### src/rtl/bcd_counter_bank.sv
// bcd_counter_bank
// A bank of DIGITS BCD decades that is incremented by a per-decade mask.
// Each increment is applied as a ripple sweep that handles one decade per
// clock, lowest decade first. A separate refresh strobe copies the live count
// into a display register. The copy is deferred while a sweep is running, so
// the display never shows a half-carried value.
//
// Ports
//   clk      : system clock, all state changes on the rising edge
//   reset    : synchronous, active-low reset
//   inc_clk  : one-cycle increment strobe, ignored while busy
//   ref_clk  : one-cycle display refresh strobe
//   trigger  : per-decade increment mask, sampled with inc_clk
//   count    : live BCD count, decade i at [4i+3:4i]
//   display  : BCD snapshot of count, changed only by a refresh
//   busy     : high while a sweep or a deferred refresh is in progress
//   overflow : sticky, set on a carry out of the top decade

module bcd_counter_bank #(
  parameter int DIGITS = 6
) (
  input  logic                  clk,
  input  logic                  reset,
  input  logic                  inc_clk,
  input  logic                  ref_clk,
  input  logic [DIGITS-1:0]     trigger,
  output logic [4*DIGITS-1:0]   count,
  output logic [4*DIGITS-1:0]   display,
  output logic                  busy,
  output logic                  overflow
);

  localparam int IDX_W = (DIGITS > 1) ? $clog2(DIGITS) : 1;
  localparam logic [IDX_W-1:0] LAST_IDX = IDX_W'(DIGITS - 1);

  typedef enum logic [1:0] {
    IDLE,
    SWEEP,
    REFRESH
  } state_e;

  state_e               state_q, state_d;
  logic [4*DIGITS-1:0]  count_q, count_d;
  logic [4*DIGITS-1:0]  display_q, display_d;
  logic [DIGITS-1:0]    mask_q, mask_d;
  logic [IDX_W-1:0]     idx_q, idx_d;
  logic                 carry_q, carry_d;
  logic                 pending_q, pending_d;
  logic                 overflow_q, overflow_d;

  logic [3:0]           curDigit;
  logic [3:0]           sum;
  logic                 sumWraps;
  logic [3:0]           newDigit;

  // Decade arithmetic for the decade selected by the sweep index.
  // The largest possible sum is 9+1+1 = 11, so a 4-bit sum cannot overflow.
  always_comb begin
    curDigit = 4'd0;
    for (int i = 0; i < DIGITS; i++) begin
      if (idx_q == i[IDX_W-1:0]) curDigit = count_q[4*i +: 4];
    end
    sum      = curDigit + {3'b000, mask_q[idx_q]} + {3'b000, carry_q};
    sumWraps = (sum >= 4'd10);
    newDigit = sumWraps ? (sum - 4'd10) : sum;
  end

  // Next-state logic for the IDLE / SWEEP / REFRESH controller.
  // A refresh strobe that arrives on the last sweep cycle is merged with the
  // pending flag so that it is not lost when the sweep ends.
  always_comb begin
    state_d    = state_q;
    count_d    = count_q;
    display_d  = display_q;
    mask_d     = mask_q;
    idx_d      = idx_q;
    carry_d    = carry_q;
    pending_d  = pending_q;
    overflow_d = overflow_q;

    case (state_q)
      IDLE: begin
        if (ref_clk) display_d = count_q;
        if (inc_clk) begin
          mask_d  = trigger;
          carry_d = 1'b0;
          idx_d   = '0;
          state_d = SWEEP;
        end
      end

      SWEEP: begin
        for (int i = 0; i < DIGITS; i++) begin
          if (idx_q == i[IDX_W-1:0]) count_d[4*i +: 4] = newDigit;
        end
        carry_d = sumWraps;
        if (ref_clk) pending_d = 1'b1;
        if (idx_q == LAST_IDX) begin
          if (sumWraps) overflow_d = 1'b1;
          carry_d = 1'b0;
          idx_d   = '0;
          state_d = (pending_q || ref_clk) ? REFRESH : IDLE;
        end else begin
          idx_d = idx_q + 1'b1;
        end
      end

      REFRESH: begin
        display_d = count_q;
        pending_d = 1'b0;
        state_d   = IDLE;
      end

      default: state_d = IDLE;
    endcase
  end

  // State registers. Reset clears everything, which aborts any sweep or
  // refresh in progress and discards any strobes sampled in the same cycle.
  always_ff @(posedge clk) begin
    if (!reset) begin
      state_q    <= IDLE;
      count_q    <= '0;
      display_q  <= '0;
      mask_q     <= '0;
      idx_q      <= '0;
      carry_q    <= 1'b0;
      pending_q  <= 1'b0;
      overflow_q <= 1'b0;
    end else begin
      state_q    <= state_d;
      count_q    <= count_d;
      display_q  <= display_d;
      mask_q     <= mask_d;
      idx_q      <= idx_d;
      carry_q    <= carry_d;
      pending_q  <= pending_d;
      overflow_q <= overflow_d;
    end
  end

  assign count    = count_q;
  assign display  = display_q;
  assign busy     = (state_q != IDLE);
  assign overflow = overflow_q;

endmodule

### config.mk
export PLATFORM = sky130hd
export DESIGN_NAME = bcd_counter_bank
export DESIGN_NICKNAME = d
export VERILOG_FILES = /design/src/rtl/bcd_counter_bank.sv
export SDC_FILE = /design/constraint.sdc
export NUM_CORES = 1
export LEC_CHECK = 0
export CAP_MARGIN = 40
export CORE_ASPECT_RATIO = 0.7
export CORE_MARGIN = 2
export CORE_UTILIZATION = 46
export CTS_BUF_LIST = sky130_fd_sc_hd__clkbuf_4 sky130_fd_sc_hd__clkbuf_8 sky130_fd_sc_hd__clkbuf_16
export DETAILED_ROUTE_END_ITERATION = 12
export GPL_TIMING_DRIVEN = 0
export PLACE_DENSITY = 0.76
export SLEW_MARGIN = 40
export SYNTH_ARGS = -nofsm -noshare
export SYNTH_HDL_FRONTEND = slang
export SYNTH_SLANG_ARGS = --single-unit
### constraint.sdc
create_clock -name clk -period 3.75 [get_ports clk]
set_clock_uncertainty 0.2 [all_clocks]
set_input_delay 0.375 -clock clk [delete_from_list [all_inputs] [get_ports clk]]
set_output_delay 0.375 -clock clk [all_outputs]
set_load 0.02 [all_outputs]
==> results of run 1 <==
[metrics by stage]
stage	cell area (um^2)	cells
2_1_floorplan	2970	346
3_3_place_gp	3650	482
3_5_place_dp	3660	482
4_1_cts	3930	501
5_1_grt	4050	508
6_report	4050	508
[cells by family after synthesis]
logic type	after synthesis	share of synthesized area
and+or+nand+nor	143	0.217
AOI/OAI and AO/OA	94	0.260
DFF	62	0.418
buffers and inverters	33	0.0485
muxes	9	0.0350
adders and majority gates	4	0.0194
xor gates and xnor gates	1	0.00295
[synth_stat cells, drive strengths merged, types with 2 or more instances]
master | instances | area, um^2
nand2b | 7 | 43.8
a21oi | 7 | 38.8
mux2i | 7 | 70.1
or3 | 3 | 18.8
nor2b | 4 | 25.0
a21boi | 32 | 240
nor3 | 3 | 15.0
ha | 3 | 37.5
nor2 | 16 | 60.1
or2 | 2 | 12.5
buf | 7 | 46.3
o21ai | 13 | 68.8
o31ai | 4 | 40.0
nand2 | 86 | 323
o31a | 5 | 43.8
clkbuf | 13 | 48.8
o32ai | 8 | 100
nand3 | 9 | 45.0
nor4 | 2 | 12.5
dfxtp | 62 | 1240
o21a | 6 | 45.0
and2 | 4 | 25.0
a41oi | 2 | 17.5
o211a | 5 | 50.1
and3b | 2 | 17.5
inv | 13 | 48.8
[layout make-up]
type | instances | area [um^2]
clock inverters | 6 | 62.6
repair buffers | 68 | 668
clock buffers | 10 | 131
plain buffers | 20 | 128
multi-input cells | 251 | 1670
well taps | 78 | 97.6
flip-flops and latches | 62 | 1240
fillers | 545 | 2200
inverters | 13 | 53.8
[state kept, by name, summed over array words and instances (netlist names)]
name / cells
count: 24
display: 24
mask_q: 6
idx_q: 3
state_q: 2
carry_q: 1
overflow: 1
pending_q: 1
[metal layers]
layer / wire length [um] / GRT usage
met5: 0 / 0
met4: 72 / 0.0639
met3: 666 / 0.0624
met2: 3720 / 0.369
met1: 3960 / 0.343
[placed cells by master, fill, tap and decap left out, types with 3 or more instances in the layout]
cell and count:
a21boi_0 32, a21oi_1 5, and2_1 3, buf_4 9, buf_6 4, clkbuf_1 13
clkbuf_8 9, clkdlybuf4s50_1 58, clkinv_2 3, dfxtp_1 61, inv_1 11, mux2i_1 7
nand2_1 86, nand2b_1 7, nand3_1 9, nor2_1 13, nor2b_1 4, o211a_1 5
o21a_1 6, o21ai_0 11, o31a_1 5, o32ai_1 4, o32ai_2 4, or3_1 3
[critical path: stages, from the launching register on]
cell and delay, ns:
dfxtp_2 0.33, buf_6 0.12, buf_8 0.14, and2_4 0.15, ha_4 0.18, and2_1 0.16
a221o_1 0.34, or2_4 0.25, ha_4 0.19, inv_6 0.08, nor2_2 0.05, nor2_1 0.12
ha_1 0.25, or4_4 0.54, a21oi_4 0.29, o311a_1 0.20
[final timing paths]
check	from	endpoint	slack (ns)	cells after the start
hold reg to reg	display[15]	display[15]	0.27	2
setup / recovery	idx_q[0]	count[14]	0.13	15
setup reg to reg	idx_q[0]	count[14]	0.13	15
hold / removal	reset	mask_q[0]	0.25	2
[repair_timing]
item                       in CTS  in global routing
pin swaps                       4                  7
setup buffers                   3                  7
setup endpoints to repair      12                 12
resized for setup              15                 16
gates cloned                    0                  0
[power by group]
part | switching, mW | internal (mW) | total [mW]
Clock | 0.264 | 0.313 | 0.577
Combinational | 0.128 | 0.0824 | 0.210
Sequential | 0.0117 | 0.672 | 0.684
==> qor.txt, run 1 <==
=================================================================================
Result of the run                                                    complete, no violations
Worst Slack Setup Final                                                  0.130 ns
Startpoint-to-endpoint class of the critical path                         reg2reg
Final min period                                                          3.62 ns
Setup Total Neg Slack                                                        0 ns
Period utilization                                                          0.965
Antenna cells                                                                   0
Antenna Violating Nets Remaining                                                0
Seq/Total Area, Yosys                                                       0.418
Routability cong.                                                            1.00
Final Hold Fails                                                                0
Max cap viols                                                                   0
Number of primary I/O pins                                                     60
Synthesis-to-layout area growth                                             36.4%
Final wirelength                                                          8.42 mm
Estimated wirelength of the detail-placed design                          5.98 mm
Cell chosen for the clock root                                           clkbuf_8
Drt first pass iters                                                            4
Arr. time, crit path                                                      3.71 ns
Startpoint types                                                         register
Static leakage                                                            1.42 nW
Layout cells sized above 1                                                  0.149
Type of the most critical hold path                                        in2reg
Sort of element at the end of the critical path                          register
Antenna violations before repair                                                0
Total power divided by cell area                                      363 mW/mm^2
Top achievable clock speed                                                276 MHz
Deepest clock path buffer count                                                 2
Total global routing overflow                                                   0
Placeable core region                                                0.00625 mm^2
Overall Global Routing Usage                                                0.241
Number of library cell types mapped by synthesis                               53
Synth warnings                                                                  0
Post-detailed-route DRC marker count                                            0
Count of final setup violators                                                  0
CTS HTree Levels                                                                3
Port Buffer Count                                                              58
Number of nets at the end of the flow                                         439
Clock sink total                                                               62
Average footprint of a synthesized cell                                 8.58 um^2
Count of flip-flops with a built-in enable after synthesis                      0
Global-route wire length before repair                                    13.2 mm
Height of the chip                                                        71.2 um
Full die area                                                        0.00712 mm^2
Site row count                                                                 24
Die X-Extent                                                               100 um
Count of mapped cells out of synthesis                                        346
Initial standard-cell utilization of the core                               0.475
Critical-path maximum fanout                                                   10
Hold Buf Count CTS                                                              0
Worst hold slack across all endpoints                                    0.249 ns
RSZ-0062 raised after global routing                                        false
Synthesized net count                                                         360
Normalized max-slew margin                                                  0.492
CTS buffer count                                                                9
Number of slew-limit violations in the final report                             0
Maximum ir drop on the vdd rail                                          0.196 mV
Pre-CTS WS                                                              -0.528 ns
Register clock-pin slew on the reported worst setup and hold paths        0.07 ns
Most instantiated flip-flop cell in the synthesis netlist                 dfxtp_1
Via count of the first global-routing pass                                   2608
Via count                                                                    2813
Measured slew at the worst slew-check pin                                0.756 ns
Cell area after synthesis                                            0.00297 mm^2
CTS tree                                                                    built
Data required, critical path                                              3.84 ns
Clock latency at the later pin of the worst-skew pair                     0.35 ns
Post-detailed-route via-to-cell ratio                                        5.54
Synthesized flop and latch total                                               62
Share of synthesized flip-flops with an asynchronous set or reset               0
Average wire per cell in the routed design                                16.6 um
Initial detailed-routing violation count                                      181
Maximum number of pins on one net before global-route repair                   12
Final core utilization                                                      0.648
Overall power                                                             1.47 mW
=================================================================================
Note: power is estimated with default switching activity, not from simulation.
==> run 2, diff against run 1 <==
--- a/config.mk
+++ b/config.mk
@@ -8,11 +8,11 @@
 export CAP_MARGIN = 40
 export CORE_ASPECT_RATIO = 0.7
 export CORE_MARGIN = 2
-export CORE_UTILIZATION = 46
+export CORE_UTILIZATION = 43
 export CTS_BUF_LIST = sky130_fd_sc_hd__clkbuf_4 sky130_fd_sc_hd__clkbuf_8 sky130_fd_sc_hd__clkbuf_16
 export DETAILED_ROUTE_END_ITERATION = 12
 export GPL_TIMING_DRIVEN = 0
-export PLACE_DENSITY = 0.76
+export PLACE_DENSITY = 0.71
 export SLEW_MARGIN = 40
 export SYNTH_ARGS = -nofsm -noshare
 export SYNTH_HDL_FRONTEND = slang
==> qor.txt, run 2 (synthesis gave the netlist of run 1 again) <==
====================================================================================
Hold-critical path depth                                                           2   unchanged
Final wirelength                                                             8.81 mm   +4.7%
Full die area                                                           0.00760 mm^2   +6.6%
Number of slew-limit violations in the final report                                0   unchanged
Largest incremental delay on the critical path                               0.53 ns   about the same
Final min period                                                             3.70 ns   +0.0812 ns
Startpoint-to-endpoint class of the critical path                            reg2reg
Max cap viols                                                                      0   unchanged
Startpoint types                                                            register
Result of the run                                                       complete, no violations
Post-detailed-route via-to-cell ratio                                           5.45   -1.6%
Clock latency at the later pin of the worst-skew pair                        0.35 ns   about the same
CTS buffer count                                                                   9   unchanged
CTS tree                                                                       built
Setup Total Neg Slack                                                           0 ns   unchanged
Deepest clock path buffer count                                                    2   unchanged
Final core utilization                                                         0.612   -0.0365
Normalized max-slew margin                                                     0.468   -0.0235
Cell breakdown of the critical path                                     buf_6 > buf_8 > and2_4 > ha_4 > and2_1 > a221o_1 > or2_4 > ha_4 > inv_4 > nor2_2 > nor2_2 > ha_4 > or4_4 > a21oi_4 > o311a_1
Number of nets at the end of the flow                                            440   +0.23%
Placeable core region                                                   0.00673 mm^2   +7.7%
Critical-path top delay cell                                                   or4_4
Global-route wire length before repair                                       13.5 mm   +2.5%
Commonest non-fill, non-tap cell in the layout                               nand2_1
Via count of the first global-routing pass                                      2522   -3.3%
Placed Area                                                             0.00368 mm^2   +0.55%
Port Buffer Count                                                                 58   unchanged
CTS HTree Levels                                                                   3   unchanged
Commonest cells after routing, fill and taps aside                      nand2_1 (86), dfxtp_1 (61), clkdlybuf4s50_1 (58)
Sort of element at the end of the critical path                             register
Estimated wirelength of the detail-placed design                             6.35 mm   +6.3%
Register clock-pin slew on the reported worst setup and hold paths           0.08 ns   about the same
Endpoint of the most critical register-to-register path                    count[14]
Antenna Violating Nets Remaining                                                   0   unchanged
Worst setup path start                                                      idx_q[1]
Count of final setup violators                                                     0   unchanged
Site row count                                                                    25   +4.2%
Worst min-delay path endpoint                                            display[19]
Setup slack, reg-to-reg                                                      0.05 ns   -0.08 ns
Routability cong.                                                              0.951   -5.0%
Via count                                                                       2862   +1.7%
Final Cell Area                                                         0.00411 mm^2   +1.6%
Average wire per cell in the routed design                                   16.8 um   +1.3%
Number of cells traversed by the worst register-to-register path                  15   unchanged
Hold Buf Count CTS                                                                 0   unchanged
Maximum number of pins on one net before global-route repair                      13   +1
Synthesis-to-layout area growth                                                38.6%
Initial detailed-routing violation count                                         274   +51%
Top achievable clock speed                                                   270 MHz   -2.2%
Initial standard-cell utilization of the core                                  0.441   -0.0339
Antenna cells                                                                      0   unchanged
Static leakage                                                               1.43 nW   +0.99%
Cell family with most CP delay                                          simple AND/OR/NAND/NOR gates
Top cell by count, worst path                                                   ha_4
Total global routing overflow                                                      0   unchanged
Total power divided by cell area                                         382 mW/mm^2   +5.1%
Arr. time, crit path                                                         3.80 ns   +0.09 ns
Data required, critical path                                                 3.84 ns   about the same
Count of buffering cells on the critical path with inverters included              3   unchanged
Overall Global Routing Usage                                                   0.239   -0.00249
Period utilization                                                             0.987   +0.0217
Antenna violations before repair                                                   0   unchanged
Post-detailed-route DRC marker count                                               0   unchanged
Number of primary I/O pins                                                        60   unchanged
Final Hold Fails                                                                   0   unchanged
Maximum ir drop on the vdd rail                                             0.238 mV   +22%
Startpoint of the lowest-slack hold path                                       reset
Layout cells sized above 1                                                     0.158   +0.00894
Type of the most critical hold path                                           in2reg
Clock sink total                                                                  62   unchanged
Reg2Reg Launch Point                                                        idx_q[1]
Cell chosen for the clock root                                              clkbuf_8
Drt first pass iters                                                               5   +1
Critical-path maximum fanout                                                      10   unchanged
Worst hold slack across all endpoints                                       0.248 ns   -0.000818 ns
Height of the chip                                                           73.5 um   +3.2%
Die X-Extent                                                                  103 um   +3.3%
Overall power                                                                1.57 mW   +6.8%
Measured slew at the worst slew-check pin                                   0.791 ns   +0.0350 ns
====================================================================================
## run 2: where the power goes
group	internal [mW]	switching, mW	total, mW
sequential	0.672	0.0131	0.685
combinational	0.0881	0.134	0.222
clock	0.376	0.287	0.663
total	1.14	0.434	1.57
## run 2: layout make-up
cell class | instances | area (um^2)
Multi-Input combinational cell | 251 | 1680
Sequential cell | 62 | 1240
Clock buffer | 9 | 124
Inverter | 13 | 51.3
Tap cell | 94 | 118
Timing Repair Buffer | 69 | 676
Buffer | 20 | 128
Fill cell | 606 | 2610
Clock inverter | 7 | 95.1
## run 2: how the worst max path moves through the flow
stage / to / cells past startpoint
2_1_floorplan: count[14] / 16
3_3_place_gp: count[14] / 17
3_5_place_dp: count[14] / 17
4_1_cts: count[14] / 15
5_1_grt: count[14] / 15
6_report: count[14] / 15
## run 2: through the flow
| stage | cells | setup slack, ns |
|---|---|---|
| after floorplan | 346 | 0.00529 |
| after global placement | 498 | -0.541 |
| after detailed placement | 498 | -0.630 |
| after CTS | 518 | 0.00443 |
| after global routing | 525 | -0.00995 |
| final | 525 | 0.0489 |
## run 2: what timing repair did
action                     in CTS  in global routing
resized for setup              21                 11
setup endpoints to repair      12                 12
gates cloned                    0                  0
buffers inserted                4                  7
pin swaps                       4                  8
## run 2: layer usage
| metal | vias up | wire [um] | global-route usage |
|---|---|---|---|
| li1 | 1378 | - | - |
| met1 | 1348 | 4140 | 0.357 |
| met2 | 124 | 3820 | 0.337 |
| met3 | 12 | 754 | 0.0618 |
| met4 | 0 | 89 | 0.0702 |
| met5 | - | 0 | 0 |
